File: src/rtl/argmax_stream_if.sv
// Beat/result bundle for argmax_stream. With ARGMAX_SECOND_EN defined it also
// carries the runner-up value and its position.
interface argmax_stream_if #(
  parameter int DATA_W = 16,
  parameter int LANES  = 2,
  parameter int IDX_W  = 8
);
  logic                    EN_COMP;
  logic                    trig;
  logic                    last;
  logic                    min_mode;
  logic [LANES*DATA_W-1:0] din;
  logic                    busy;
  logic                    done;
  logic [IDX_W-1:0]        index;
  logic [DATA_W-1:0]       largest;
  logic                    ovf;
`ifdef ARGMAX_SECOND_EN
  logic [DATA_W-1:0]       second;
  logic [IDX_W-1:0]        index2;
`endif

  modport master (
    output EN_COMP, trig, last, min_mode, din,
    input  busy, done, index, largest, ovf
`ifdef ARGMAX_SECOND_EN
    , input second, index2
`endif
  );

  modport slave (
    input  EN_COMP, trig, last, min_mode, din,
    output busy, done, index, largest, ovf
`ifdef ARGMAX_SECOND_EN
    , output second, index2
`endif
  );
endinterface

File: src/rtl/argmax_stream.sv
// Streaming arg-max/arg-min: lane reduction per beat, then frame accumulation.
// Define ARGMAX_SECOND_EN to also track the runner-up (second/index2).
module argmax_stream #(
  parameter int DATA_W = 16,
  parameter int LANES  = 2,
  parameter int IDX_W  = 8
) (
  input logic             CLKEXT,
  input logic             RST_COMP,
  argmax_stream_if.slave  bus
);

  // Positions are kept wide enough that base + lane + 1 never wraps.
  localparam int PW = IDX_W + 1 + $clog2(LANES + 1);
  localparam logic [PW-1:0] SAT = PW'((1 << IDX_W) - 1);
  localparam logic signed [DATA_W-1:0] MIN_VAL = {1'b1, {(DATA_W-1){1'b0}}};

  typedef enum logic {S_FIRST, S_MID} frame_state_e;

  typedef struct packed {
    logic signed [DATA_W-1:0] val;
    logic [IDX_W-1:0]         idx;   // 0 marks an empty slot
  } cand_t;

  localparam cand_t EMPTY = '{val: MIN_VAL, idx: '0};

  function automatic logic better(logic signed [DATA_W-1:0] a, logic signed [DATA_W-1:0] b,
                                  logic mode);
    return mode ? (a < b) : (a > b);
  endfunction

  function automatic logic [IDX_W-1:0] clip(logic [PW-1:0] p);
    return (p > SAT) ? IDX_W'(SAT) : IDX_W'(p);
  endfunction

`ifdef ARGMAX_SECOND_EN
  typedef struct packed {
    cand_t top;
    cand_t run;
  } pair_t;

  // Candidates must arrive in position order; strict compares keep earlier ties ahead.
  function automatic pair_t insert2(pair_t p, cand_t c, logic mode);
    pair_t r;
    r = p;
    if (c.idx != '0) begin
      if (better(c.val, p.top.val, mode)) begin
        r.top = c;
        r.run = p.top;
      end else if (p.run.idx == '0 || better(c.val, p.run.val, mode)) begin
        r.run = c;
      end
    end
    return r;
  endfunction
`endif

  frame_state_e state_q, state_d;
  logic [PW-1:0] base_q, base_d;
  logic          mode_q, mode_d;

  logic          s1_valid_q, s1_valid_d, s1_last_q, s1_last_d, s1_first_q, s1_first_d;
  logic          s1_mode_q, s1_mode_d, s1_ovf_q, s1_ovf_d;
  cand_t         s1_best_q, s1_best_d;

  logic          s2_last_q, s2_last_d, busy_q, busy_d;
  logic          acc_mode_q, acc_mode_d, acc_ovf_q, acc_ovf_d;
  cand_t         acc_best_q, acc_best_d;

  logic                     done_q, done_d, ovf_q, ovf_d;
  logic [IDX_W-1:0]         index_q, index_d;
  logic signed [DATA_W-1:0] largest_q, largest_d;

`ifdef ARGMAX_SECOND_EN
  cand_t                    s1_run_q, s1_run_d, acc_run_q, acc_run_d;
  logic [IDX_W-1:0]         index2_q, index2_d;
  logic signed [DATA_W-1:0] second_q, second_d;
  pair_t                    beat_p, merge_p;
`endif

  logic          accept, first, beat_mode, beat_ovf;
  logic [PW-1:0] beat_base;
  cand_t         lane_c;

  // Front end: frame tracking and in-beat reduction.
  always_comb begin
    // NOTE: every comb output gets a default first so no path infers a latch.
    accept    = bus.trig && bus.EN_COMP;
    first     = (state_q == S_FIRST);
    beat_base = first ? '0 : base_q;
    beat_mode = first ? bus.min_mode : mode_q;
    beat_ovf  = (beat_base + PW'(LANES)) > SAT;
    state_d   = state_q;
    base_d    = base_q;
    mode_d    = mode_q;
    lane_c    = EMPTY;
    if (accept) begin
      state_d = bus.last ? S_FIRST : S_MID;
      mode_d  = beat_mode;
      base_d  = (beat_base > SAT) ? beat_base : beat_base + PW'(LANES);
    end

    s1_best_d.val = bus.din[DATA_W-1:0];
    s1_best_d.idx = clip(beat_base + PW'(1));
`ifdef ARGMAX_SECOND_EN
    beat_p = '{top: s1_best_d, run: EMPTY};
    for (int k = 1; k < LANES; k++) begin
      lane_c.val = bus.din[k*DATA_W +: DATA_W];
      lane_c.idx = clip(beat_base + PW'(k + 1));
      beat_p     = insert2(beat_p, lane_c, beat_mode);
    end
    s1_best_d = beat_p.top;
    s1_run_d  = beat_p.run;
`else
    for (int k = 1; k < LANES; k++) begin
      lane_c.val = bus.din[k*DATA_W +: DATA_W];
      lane_c.idx = clip(beat_base + PW'(k + 1));
      if (better(lane_c.val, s1_best_d.val, beat_mode)) s1_best_d = lane_c;
    end
`endif
    s1_valid_d = accept;
    s1_last_d  = bus.last;
    s1_first_d = first;
    s1_mode_d  = beat_mode;
    s1_ovf_d   = beat_ovf;
  end

  // Frame accumulation and result registers.
  always_comb begin
    acc_best_d = acc_best_q;
    acc_mode_d = acc_mode_q;
    acc_ovf_d  = acc_ovf_q;
`ifdef ARGMAX_SECOND_EN
    acc_run_d  = acc_run_q;
    merge_p    = insert2('{top: acc_best_q, run: acc_run_q}, s1_best_q, acc_mode_q);
    merge_p    = insert2(merge_p, s1_run_q, acc_mode_q);
`endif
    if (s1_valid_q) begin
      if (s1_first_q) begin
        acc_best_d = s1_best_q;
        acc_mode_d = s1_mode_q;
        acc_ovf_d  = s1_ovf_q;
`ifdef ARGMAX_SECOND_EN
        acc_run_d  = s1_run_q;
`endif
      end else begin
`ifdef ARGMAX_SECOND_EN
        acc_best_d = merge_p.top;
        acc_run_d  = merge_p.run;
`else
        if (better(s1_best_q.val, acc_best_q.val, acc_mode_q)) acc_best_d = s1_best_q;
`endif
        acc_ovf_d  = acc_ovf_q | s1_ovf_q;
      end
    end
    s2_last_d = s1_valid_q && s1_last_q;

    busy_d = busy_q;
    if (s2_last_q) busy_d = 1'b0;
    if (s1_valid_q && s1_first_q) busy_d = 1'b1;

    done_d    = s2_last_q;
    index_d   = index_q;
    largest_d = largest_q;
    ovf_d     = ovf_q;
`ifdef ARGMAX_SECOND_EN
    index2_d  = index2_q;
    second_d  = second_q;
`endif
    if (s2_last_q) begin
      index_d   = acc_best_q.idx;
      largest_d = acc_best_q.val;
      ovf_d     = acc_ovf_q;
`ifdef ARGMAX_SECOND_EN
      index2_d  = acc_run_q.idx;
      second_d  = acc_run_q.val;
`endif
    end
  end

  // NOTE: every register, data included, is reset so outputs are defined mid-frame.
  always_ff @(posedge CLKEXT or posedge RST_COMP) begin
    if (RST_COMP) begin
      state_q    <= S_FIRST;
      base_q     <= '0;
      mode_q     <= 1'b0;
      s1_valid_q <= 1'b0;
      s1_last_q  <= 1'b0;
      s1_first_q <= 1'b0;
      s1_mode_q  <= 1'b0;
      s1_ovf_q   <= 1'b0;
      s1_best_q  <= EMPTY;
      s2_last_q  <= 1'b0;
      busy_q     <= 1'b0;
      acc_mode_q <= 1'b0;
      acc_ovf_q  <= 1'b0;
      acc_best_q <= EMPTY;
      done_q     <= 1'b0;
      ovf_q      <= 1'b0;
      index_q    <= '0;
      largest_q  <= MIN_VAL;
`ifdef ARGMAX_SECOND_EN
      s1_run_q   <= EMPTY;
      acc_run_q  <= EMPTY;
      index2_q   <= '0;
      second_q   <= MIN_VAL;
`endif
    end else begin
      // NOTE: non-blocking so every stage samples the previous cycle's values.
      state_q    <= state_d;
      base_q     <= base_d;
      mode_q     <= mode_d;
      s1_valid_q <= s1_valid_d;
      s1_last_q  <= s1_last_d;
      s1_first_q <= s1_first_d;
      s1_mode_q  <= s1_mode_d;
      s1_ovf_q   <= s1_ovf_d;
      s1_best_q  <= s1_best_d;
      s2_last_q  <= s2_last_d;
      busy_q     <= busy_d;
      acc_mode_q <= acc_mode_d;
      acc_ovf_q  <= acc_ovf_d;
      acc_best_q <= acc_best_d;
      done_q     <= done_d;
      ovf_q      <= ovf_d;
      index_q    <= index_d;
      largest_q  <= largest_d;
`ifdef ARGMAX_SECOND_EN
      s1_run_q   <= s1_run_d;
      acc_run_q  <= acc_run_d;
      index2_q   <= index2_d;
      second_q   <= second_d;
`endif
    end
  end

  assign bus.busy    = busy_q;
  assign bus.done    = done_q;
  assign bus.index   = index_q;
  assign bus.largest = largest_q;
  assign bus.ovf     = ovf_q;
`ifdef ARGMAX_SECOND_EN
  assign bus.second  = second_q;
  assign bus.index2  = index2_q;
`endif

endmodule

File: src/flat_wrapper.sv
// flat-port wrapper written by rule: the top's interface ports become plain ports
module argmax_stream_flat 
#(
  parameter int DATA_W = 16,
  parameter int LANES  = 2,
  parameter int IDX_W  = 8
)
  (CLKEXT, RST_COMP, bus_EN_COMP, bus_trig, bus_last, bus_min_mode, bus_din, bus_busy, bus_done, bus_index, bus_largest, bus_ovf);
  argmax_stream_if #(.DATA_W(DATA_W), .LANES(LANES), .IDX_W(IDX_W)) bus_i ();
  input logic CLKEXT;
  input logic RST_COMP;
  input wire logic [$bits(bus_i.EN_COMP)-1:0] bus_EN_COMP;
  input wire logic [$bits(bus_i.trig)-1:0] bus_trig;
  input wire logic [$bits(bus_i.last)-1:0] bus_last;
  input wire logic [$bits(bus_i.min_mode)-1:0] bus_min_mode;
  input wire logic [$bits(bus_i.din)-1:0] bus_din;
  output wire logic [$bits(bus_i.busy)-1:0] bus_busy;
  output wire logic [$bits(bus_i.done)-1:0] bus_done;
  output wire logic [$bits(bus_i.index)-1:0] bus_index;
  output wire logic [$bits(bus_i.largest)-1:0] bus_largest;
  output wire logic [$bits(bus_i.ovf)-1:0] bus_ovf;
  assign bus_i.EN_COMP = bus_EN_COMP;
  assign bus_i.trig = bus_trig;
  assign bus_i.last = bus_last;
  assign bus_i.min_mode = bus_min_mode;
  assign bus_i.din = bus_din;
  assign bus_busy = bus_i.busy;
  assign bus_done = bus_i.done;
  assign bus_index = bus_i.index;
  assign bus_largest = bus_i.largest;
  assign bus_ovf = bus_i.ovf;
  argmax_stream #(.DATA_W(DATA_W), .LANES(LANES), .IDX_W(IDX_W)) u_core (.CLKEXT(CLKEXT), .RST_COMP(RST_COMP), .bus(bus_i));
endmodule
File: config.mk
export PLATFORM = sky130hd
export DESIGN_NAME = argmax_stream_flat
export DESIGN_NICKNAME = d
export VERILOG_FILES = /design/src/rtl/argmax_stream_if.sv /design/src/rtl/argmax_stream.sv /design/src/flat_wrapper.sv
export SDC_FILE = /design/constraint.sdc
export NUM_CORES = 1
export LEC_CHECK = 0
export BUFFER_PORTS_ARGS = -buffer_cell sky130_fd_sc_hd__buf_2
export CORE_MARGIN = 8
export CORE_UTILIZATION = 53
export CTS_BUF_LIST = sky130_fd_sc_hd__clkbuf_8
export DETAILED_ROUTE_END_ITERATION = 12
export HOLD_SLACK_MARGIN = 0.03
export PLACE_DENSITY = 0.82
export SLEW_MARGIN = 20
export SYNTH_ARGS = -nofsm -noshare
export SYNTH_HDL_FRONTEND = slang
export SYNTH_SLANG_ARGS = --single-unit
File: constraint.sdc
create_clock -name CLKEXT -period 4.5 [get_ports CLKEXT]
set_clock_uncertainty 0.2 [all_clocks]
set_input_delay 0.9 -clock CLKEXT [delete_from_list [all_inputs] [get_ports CLKEXT]]
set_output_delay 0.9 -clock CLKEXT [all_outputs]
set_load 0.05 [all_outputs]
==> flow_metrics.py <==
metrics = {
    "run_status": {
        "outcome": "finished clean",
    },
    "floorplanning": {
        "core-area_um2": 9284,
        "initial_core_util_pct": 54.87,
        "die_w_um": 114.0,
        "die_area_um2": 13000,
        "ios": 65,
        "rows": 35,
        "die_y_um": 114.0,
    },
    "critical_path": {
        "critPathArrivalTime_ps": 3710,
        "r2r_setup_slack_ps": 850,
        "crit_type": "register to register",
        "required_ps": 4560,
        "critical_path.max_fanout": 15,
        "critPathCaptureType": "register",
        "setup.worst_path.start_class": "register",
    },
    "synthesis": {
        "synth_top_family_by_area": "multiplexers",
        "synth_most_common_cell": "dfrtp_1",
        "synth_xor_area_share_pct": 2.579,
        "yosysTopAreaCellShare_pct": 45.69,
        "synth_edf_count": 0,
        "ys_seq_elements": 96,
        "synth-async-reset-ratio_pct": 100.0,
        "synth_area_per_cell_um2": 11.50,
        "synth_ff_type": "dfrtp_1",
        "synth_area_leaders": "dfrtp_1, mux2_2, ha_1, mux2_4, inv_1",
        "synthesis.area_um2": 5094,
        "synth_compound_area_share_pct": 7.934,
        "yosys.area_share.simple_pct": 9.998,
        "synth_fa_ha_area_share_pct": 9.089,
        "synth.net_count": 518,
        "synthMuxAreaShare_pct": 17.96,
        "synth_cells": 443,
        "synthDistinctLibCells": 50,
        "synth.yosys.warnings": 0,
        "synth-seq-area-share_pct": 47.24,
        "synth_top_cells_by_count": "dfrtp_1, mux2_2, inv_1",
        "yosysTopAreaCell": "dfrtp_1",
    },
    "sta": {
        "relSlewSlack_pct": 47.21,
        "tns_ps": 0,
        "period_needed_ps": 3655,
        "slew_violations": 0,
        "setup_violations": 0,
        "fmax_mhz": 273.6,
        "grt_setup_unrepaired": "false",
        "worst_pin_slew_ps": 791.9,
        "final-hold-violation-count": 0,
        "setup_slack_ps": 845.4,
        "fin_crit_sh_pct": 81.21,
    },
    "drt": {
        "routed_wl_um": 10230,
        "drt_iter0_drc": 164,
        "dr.pass1.iters": 4,
        "routed_via_density": 5.489,
        "remaining_drc_errors": 0,
        "ant_nets": 0,
        "post_drt_wl_per_cell_um": 15.98,
        "vias": 3513,
    },
    "power": {
        "vdd_drop_max_v": 0.0002370,
        "pwr_density_cell_nw_per_um2": 558.7,
        "leakage_nw": 2.806,
    },
    "global_routing": {
        "antenna_found_initial": 0,
        "grt_overflow_total": 0,
        "grt_pass1_vias": 3641,
        "grt_usage_pct": 16.80,
        "grt_max_degree": 68,
        "grt_pass1_wl_um": 17500,
    },
    "cells_and_area": {
        "fin_cells": 640,
        "nNetsFinal": 581,
        "layout-drive-gt1-share_pct": 33.07,
        "fin_area_um2": 5705,
        "antenna_cells": 0,
        "fill_cells": 754,
        "area_delta_synth_final_pct": 12.01,
    },
    "clock_network": {
        "cts_buffers": 9,
        "cts_tree": "done",
        "cts_buffer_depth": 2,
        "root_buffer": "clkbuf_8",
        "cts_resized": 0,
        "clkTransAtPathRegs_ps": 100,
        "cts_setup_buffers": 0,
        "htreeDepth": 3,
        "postCtsHoldBufs": 0,
        "clkSinkCount": 96,
        "clk_latency_ps": 380,
    },
    "hold_path": {
        "hold_path_class": "register to register",
    },
    "placed_design": {
        "place_area_um2": 5514,
        "portBuffers": 64,
        "dp_hpwl_um": 7912,
        "pre_cts_ws_ps": 864.1,
        "dp.cells": 624,
        "place.gp.congestion": 0.9010,
    },
    "job": {
        "maxCapViolCount": 0,
    },
}
==> routing by layer <==
layer / track usage [%] / up-vias / share of wire [%]
met5: 0 / - / 0
met4: 7.720 / 0 / 2.8
met3: 3.751 / 23 / 5.1
met2: 26.81 / 82 / 48
met1: 21.26 / 1726 / 45
li1: - / 1682 / -
==> power by group <==
| group | total, mW | switching, mW | internal (mW) |
|---|---|---|---|
| sequential | 1.34 | 0.194 | 1.14 |
| clock | 0.537 | 0.314 | 0.223 |
| combinational | 1.32 | 0.781 | 0.534 |
==> kinds of logic (layout without fill, tap and decap cells) <==
family,after synthesis,after routing
DFF,96,96
adders and majority gates,37,37
muxes,75,75
AOI/OAI and AO/OA,58,58
buffers and inverters,60,128
and+or+nand+nor,102,102
xor gates and xnor gates,15,15
==> critical path, cell delays in order (launching register included) <==
cell,delay [ps]
dfstp_2,550
inv_1,40
ha_1,340
nand4_1,150
or4_4,540
a21oi_1,140
a211oi_1,110
or2_1,270
a31oi_4,530
buf_4,340
mux2_4,320
==> cell usage in the layout, fill, tap and decap left out, drive strengths merged, types with 2 or more instances in the layout <==
cell	instances
o21ai	12
a211o	3
ha	37
or2	2
a211oi	2
nor3	10
xor2	6
buf	69
o211ai	6
clkinv	3
inv	45
and4	2
nand2	30
clkbuf	10
o31ai	2
a21oi	19
nor2b	6
a31oi	3
o41ai	2
or3	2
dfrtp	93
nand3	5
nor4b	2
mux2	71
xnor2	9
mux2i	4
nor4	3
nand4	11
nor2	24
dfstp	3
==> registers in the layout, summed over array words and instances, names as in the netlist <==
register / flops
u_core.acc_best_q: 24
u_core.acc_mode_q: 1
u_core.acc_ovf_q: 1
u_core.base_q: 11
u_core.bus.busy: 1
u_core.bus.done: 1
u_core.bus.index: 8
u_core.bus.largest: 16
u_core.bus.ovf: 1
u_core.done_d: 1
u_core.mode_q: 1
u_core.s1_best_q: 24
u_core.s1_first_q: 1
u_core.s1_last_q: 1
u_core.s1_mode_q: 1
u_core.s1_ovf_q: 1
u_core.s1_valid_q: 1
u_core.state_q: 1
==> stage by stage <==
stage / util, % / total power, mW / hold WS (ps)
final: 61.46 / 3.188 / 255.4
after global placement: 59.39 / 2.604 / 236.5
after global routing: 61.46 / 3.380 / 299.0
after CTS: 61.43 / 3.214 / 263.6
after detailed placement: 59.39 / 2.675 / 247.5
after floorplan: - / 2.353 / 151.9
==> worst paths after layout <==
path	start	to	cells past startpoint
setup / recovery	u_core.acc_best_q[23]	u_core.acc_best_q[16]	10
max in group asynchronous	RST_COMP	u_core.base_q[10]	3
hold reg to reg	u_core.s1_last_q	u_core.done_d	1
setup reg to reg	u_core.acc_best_q[23]	u_core.acc_best_q[16]	10
hold / removal	u_core.s1_last_q	u_core.done_d	1
min in group asynchronous	RST_COMP	u_core.s1_best_q[14]	2
==> layout make-up <==
cell class	count	area [µm²]	area share (%)
Inverter	43	163.9	2.873
Clock inverter	6	51.30	0.8991
Clock buffer	10	137.6	2.412
Timing Repair Buffer	69	357.8	6.272
Multi-Input combinational cell	287	2426	42.52
Tap cell	129	161.4	2.829
Sequential cell	96	2407	42.19
Power figures use the tool's default switching activity.
